[src/rtl/uart_pkg.sv]
// Shared UART definitions: receiver FSM states, frame geometry and line levels.
package uart_pkg;

   typedef enum logic [2:0] {
      StIdle,
      StStart,
      StData,
      StStop,
      StWaitIdle
   } rx_state_e;

   localparam int unsigned DATA_BITS = 8;

   localparam logic START_BIT  = 1'b0;
   localparam logic STOP_BIT   = 1'b1;
   localparam logic IDLE_LEVEL = 1'b1;

endpackage

[src/rtl/uart_rx_sync.sv]
// Two-flop synchroniser for an asynchronous, idle-high input.
module uart_rx_sync (
   input  logic clk,
   input  logic reset,
   input  logic async_in,
   output logic sync_out
);

   logic meta_q;
   logic sync_q;

   // Resets to 1 so an idle-high line never looks like a start edge out of reset.
   always_ff @(posedge clk) begin
      if (reset) begin
         meta_q <= 1'b1;
         sync_q <= 1'b1;
      end else begin
         meta_q <= async_in;
         sync_q <= meta_q;
      end
   end

   assign sync_out = sync_q;

endmodule

[src/rtl/uart_rx_deframer.sv]
// UART receiver: mid-bit sampling of 8N1 frames, valid/ready byte output with
// framing-error and overrun pulses.
module uart_rx_deframer
   import uart_pkg::*;
#(
   parameter int unsigned CLKS_PER_BIT = 16
) (
   input  logic       clk,
   input  logic       reset,
   input  logic       rx,
   output logic [7:0] rx_data,
   output logic       rx_valid,
   input  logic       rx_ready,
   output logic       frame_err,
   output logic       overrun
);

   localparam int unsigned CNT_W = $clog2(CLKS_PER_BIT);
   localparam int unsigned HALF  = CLKS_PER_BIT / 2;

   localparam logic [CNT_W-1:0] CNT_HALF_M1 = CNT_W'(HALF - 1);
   localparam logic [CNT_W-1:0] CNT_LAST    = CNT_W'(CLKS_PER_BIT - 1);
   localparam logic [2:0]       IDX_LAST    = 3'(DATA_BITS - 1);

   logic rx_s;

   rx_state_e            state_q;
   logic [CNT_W-1:0]     bit_cnt_q;
   logic [2:0]           bit_idx_q;
   logic [DATA_BITS-1:0] shift_q;
   logic                 commit_q;
   logic                 frame_err_q;

   logic [7:0]           rx_data_q;
   logic                 rx_valid_q;
   logic                 overrun_q;

   uart_rx_sync u_sync (
      .clk      (clk),
      .reset    (reset),
      .async_in (rx),
      .sync_out (rx_s)
   );

   // Frame FSM: start validation, bit-centre sampling, stop check.
   always_ff @(posedge clk) begin
      if (reset) begin
         state_q     <= StIdle;
         bit_cnt_q   <= '0;
         bit_idx_q   <= '0;
         shift_q     <= '0;
         commit_q    <= 1'b0;
         frame_err_q <= 1'b0;
      end else begin
         commit_q    <= 1'b0;
         frame_err_q <= 1'b0;
         case (state_q)
            StIdle: begin
               if (rx_s == START_BIT) begin
                  state_q   <= StStart;
                  bit_cnt_q <= '0;
               end
            end
            StStart: begin
               if (bit_cnt_q == CNT_HALF_M1) begin
                  bit_cnt_q <= '0;
                  bit_idx_q <= '0;
                  // A start bit that is gone by its centre is treated as a glitch.
                  state_q   <= (rx_s == START_BIT) ? StData : StIdle;
               end else begin
                  bit_cnt_q <= bit_cnt_q + 1'b1;
               end
            end
            StData: begin
               if (bit_cnt_q == CNT_LAST) begin
                  shift_q[bit_idx_q] <= rx_s;
                  bit_cnt_q          <= '0;
                  if (bit_idx_q == IDX_LAST) begin
                     state_q <= StStop;
                  end else begin
                     bit_idx_q <= bit_idx_q + 1'b1;
                  end
               end else begin
                  bit_cnt_q <= bit_cnt_q + 1'b1;
               end
            end
            StStop: begin
               if (bit_cnt_q == CNT_LAST) begin
                  bit_cnt_q <= '0;
                  if (rx_s == STOP_BIT) begin
                     commit_q <= 1'b1;
                     state_q  <= StIdle;
                  end else begin
                     frame_err_q <= 1'b1;
                     state_q     <= StWaitIdle;
                  end
               end else begin
                  bit_cnt_q <= bit_cnt_q + 1'b1;
               end
            end
            StWaitIdle: begin
               // Hold off until the line recovers so a stuck-low line is not re-read.
               if (rx_s == IDLE_LEVEL) begin
                  state_q <= StIdle;
               end
            end
            default: state_q <= StIdle;
         endcase
      end
   end

   // Output register: load on commit, clear on handshake, flag overrun on a full slot.
   always_ff @(posedge clk) begin
      if (reset) begin
         rx_data_q  <= '0;
         rx_valid_q <= 1'b0;
         overrun_q  <= 1'b0;
      end else begin
         overrun_q <= 1'b0;
         if (commit_q) begin
            if (!rx_valid_q || rx_ready) begin
               rx_data_q  <= shift_q;
               rx_valid_q <= 1'b1;
            end else begin
               overrun_q <= 1'b1;
            end
         end else if (rx_valid_q && rx_ready) begin
            rx_valid_q <= 1'b0;
         end
      end
   end

   assign rx_data   = rx_data_q;
   assign rx_valid  = rx_valid_q;
   assign frame_err = frame_err_q;
   assign overrun   = overrun_q;

endmodule

[config.mk]
export PLATFORM = sky130hd
export DESIGN_NAME = uart_rx_deframer
export DESIGN_NICKNAME = d
export VERILOG_FILES = /design/src/rtl/uart_pkg.sv /design/src/rtl/uart_rx_sync.sv /design/src/rtl/uart_rx_deframer.sv
export SDC_FILE = /design/constraint.sdc
export NUM_CORES = 1
export LEC_CHECK = 0
export CAP_MARGIN = 40
export CORE_UTILIZATION = 45
export CTS_BUF_LIST = sky130_fd_sc_hd__clkbuf_16
export CTS_CLUSTER_DIAMETER = 120
export DETAILED_ROUTE_END_ITERATION = 12
export GPL_TIMING_DRIVEN = 0
export PLACE_DENSITY = 0.66
export SYNTH_ARGS = -nofsm -noshare
export SYNTH_HDL_FRONTEND = slang
export SYNTH_SLANG_ARGS = --single-unit
export TNS_END_PERCENT = 50
[constraint.sdc]
create_clock -name clk -period 3.1 [get_ports clk]
set_clock_uncertainty 0.2 [all_clocks]
set_input_delay 0.31 -clock clk [delete_from_list [all_inputs] [get_ports clk]]
set_output_delay 0.31 -clock clk [all_outputs]
set_load 0.005 [all_outputs]
==> metrics.yaml <==
outcome: "completed"
synth_top_area_cell: "dfxtp_1"
syn_to_final_growth_pct: 23.3
postCtsSetupBuffers: 0
synth-seq-cells: 32
synthTopCellsByArea: "dfxtp_1 45%, mux2i_1 13%, nor2_1 7.0%, ha_1 2.6%, nand4_1 2.2%"
synth_cell_types: 41
via_count: 1143
drv_slew: 0
antennaDiodeCount: 0
cts_tree: "yes"
cts_sinks: 32
die_x_microns: 58.5
fillCellCount: 297
track_usage: 0.192
die_h_microns: 58.5
clock_power_share: 0.508
cpPeakStageDelay_ps: 420
dieArea_sq_um: 3430
power_leakage_uw: 0.000713
rsz0062_at_grt: "false"
post-dp-hpwl_microns: 1940
hp-class: "flip-flop to flip-flop"
power_switching_uw: 186
cts-resized-gates: 0
async_flop_share: 0
clk_pin_slew_ps: 50
worstSetupPathType: "flip-flop to flip-flop"
syn_area_per_cell_sq_um: 9.40
drc: 0
ir_drop_uv: 302
wl_per_cell_microns: 12.6
antenna_found_initial: 0
synth_common_cells: "32 x dfxtp_1, 27 x nor2_1, 18 x mux2i_1, 7 x inv_1"
synth.yosys.warnings: 0
avgViaCountPerCell: 5.22
end_kind: "flip-flop"
power_density_nw_per_um2: 509
hold_viol_final: 0
maxCapViolations: 0
synth_area_sq_um: 1440
multiInputGateArea_sq_um: 716
period_minus_slack_ps: 2120
critical-path-top-delay-family: "simple AND/OR/NAND/NOR gates"
tns_ps: 0
clk_latency_ps: 270
cts_buffer_depth: 2
p_comb_frac: 0.031
crit_slowest_cell: "or3_1"
max_freq_ghz: 0.471
cts_root_buf: "clkbuf_16"
grt_pass1_wl_microns: 4920
cp_num_buf_inv: 0
hold_start: "u_sync.meta_q"
port_buffers: 14
slew_headroom: 0.624
r2r_cells: 6
period_share: 0.685
hold_path_depth: 1
drive_gt1_frac: 0.114
r2r-start: "bit_idx_q[0]"
coreArea_sq_um: 3050
register_area_sq_um: 641
stdcell_area_sq_um: 1770
syn-num-nets: 160
synth_top_area_frac: 0.445
first_pass_iters: 4
synth_edf_count: 0
cts_buffers: 5
cp.depth: 6
syn_inst: 153
crit_path_start: "bit_idx_q[0]"
start_util: 0.471
row_count: 20
setup_viol: 0
cts-htree-levels: 2
yosysSeqAreaShare: 0.445
nets: 181
grt_pass1_vias: 1103
yosysMostFrequentCell: "dfxtp_1"
power.share.sequential: 0.462
p_int_uw: 717
tightestPinTransition_ps: 564
ioPinCount: 15
crit_chain: "ha_1 > ha_1 > and4bb_1 > o2111ai_1 > or3_1 > a21oi_1"
gp_congestion: 0.883
grt_overflow: 0
cp_common_cell: "ha_1"
grt_max_degree: 11
critPathArrivalTime_ps: 2120
synth_ff_type: "dfxtp_1"
wirelength_microns: 2770
ant_nets: 0
cp-start-kind: "flip-flop"
cp.required_ps: 3100
ctsHoldBuffers: 0
critical_path.max_fanout: 5
switching_share: 0.206
placed_area_sq_um: 1630
drt_first_iter_violations: 45
==> path summary, 6_finish.rpt <==
| path | end | slack (ps) |
|---|---|---|
| worst max-delay path | bit_idx_q[2] | 980 |
| worst min-delay path | u_sync.sync_out | 210 |
| worst min register to register | u_sync.sync_out | 210 |
| worst max register to register | bit_idx_q[2] | 980 |
==> cells by family (layout without fill, tap and decap cells) <==
family	after synthesis	in the layout	share of synthesized area
and+or+nand+nor	65	65	0.268
DFF	32	32	0.445
muxes	18	18	0.125
buffers and inverters	18	40	0.0574
AOI/OAI and AO/OA	16	16	0.0722
adders and majority gates	3	3	0.0261
xor gates and xnor gates	1	1	0.00609
==> layout make-up <==
cell class / count / area share
multi-input cells: 103 / 0.403
flip-flops and latches: 32 / 0.361
repair buffers: 14 / 0.0790
clock buffers: 5 / 0.0705
plain buffers: 11 / 0.0317
well taps: 44 / 0.0310
inverters: 7 / 0.0148
clock inverters: 3 / 0.00846
==> placed cells by master, fill, tap and decap left out, types with 2 or more instances in the layout <==
cell type        Yosys  layout
dfxtp_1             32      32
nor2_1              27      27
mux2i_1             18      18
clkdlybuf4s50_1      0      14
inv_1                7       8
clkbuf_1             6       6
a21oi_1              6       6
nand2_1              5       5
nand4_1              5       5
clkbuf_16            0       5
nand3_1              4       4
buf_2                3       3
nor3b_1              3       3
ha_1                 3       3
or3_1                2       2
or2_2                2       2
nand2b_1             2       2
nor4_1               2       2
nor4_2               2       2
==> layer usage <==
metal	track usage	vias up	part of all wire
met5	0	-	0
met2	0.315	15	0.47
met3	0.0418	7	0.023
li1	-	577	-
met1	0.243	544	0.49
met4	0.0816	0	0.018
==> worst register-to-register path, delay by kind of cell, from the launching register on <==
| family | cells | cell delay, ps |
|---|---|---|
| compound gates | 2 | 400 |
| simple gates | 2 | 700 |
| flops | 1 | 340 |
| fa+ha+maj | 2 | 410 |
==> power by group through the flow <==
stage	logic [uW]	clock network (uW)	registers [uW]
6_report	27.8	458	417
3_3_place_gp	26.8	0	425
5_1_grt	31.2	479	417
3_5_place_dp	27.7	0	425
2_1_floorplan	17.5	0	425
4_1_cts	27.9	463	417
==> per-stage QoR <==
stage / hold slack (ps) / setup slack [ps] / util / total power, uW / instances
after floorplan: 189 / 1180 / - / 442 / 153
after global placement: 194 / 1040 / 0.535 / 452 / 211
after detailed placement: 201 / 1000 / 0.535 / 453 / 211
after CTS: 213 / 973 / 0.581 / 908 / 219
after global routing: 238 / 819 / 0.581 / 927 / 219
final: 209 / 978 / 0.581 / 902 / 219
==> sequential cells by signal (all words and copies together) (netlist names) <==
register,flops
frame_err,1
state_q,3
bit_idx_q,3
rx_data,8
overrun,1
u_sync.sync_out,1
shift_q,8
commit_q,1
bit_cnt_q,4
rx_valid,1
u_sync.meta_q,1
Note: power is estimated with default switching activity, not from simulation.
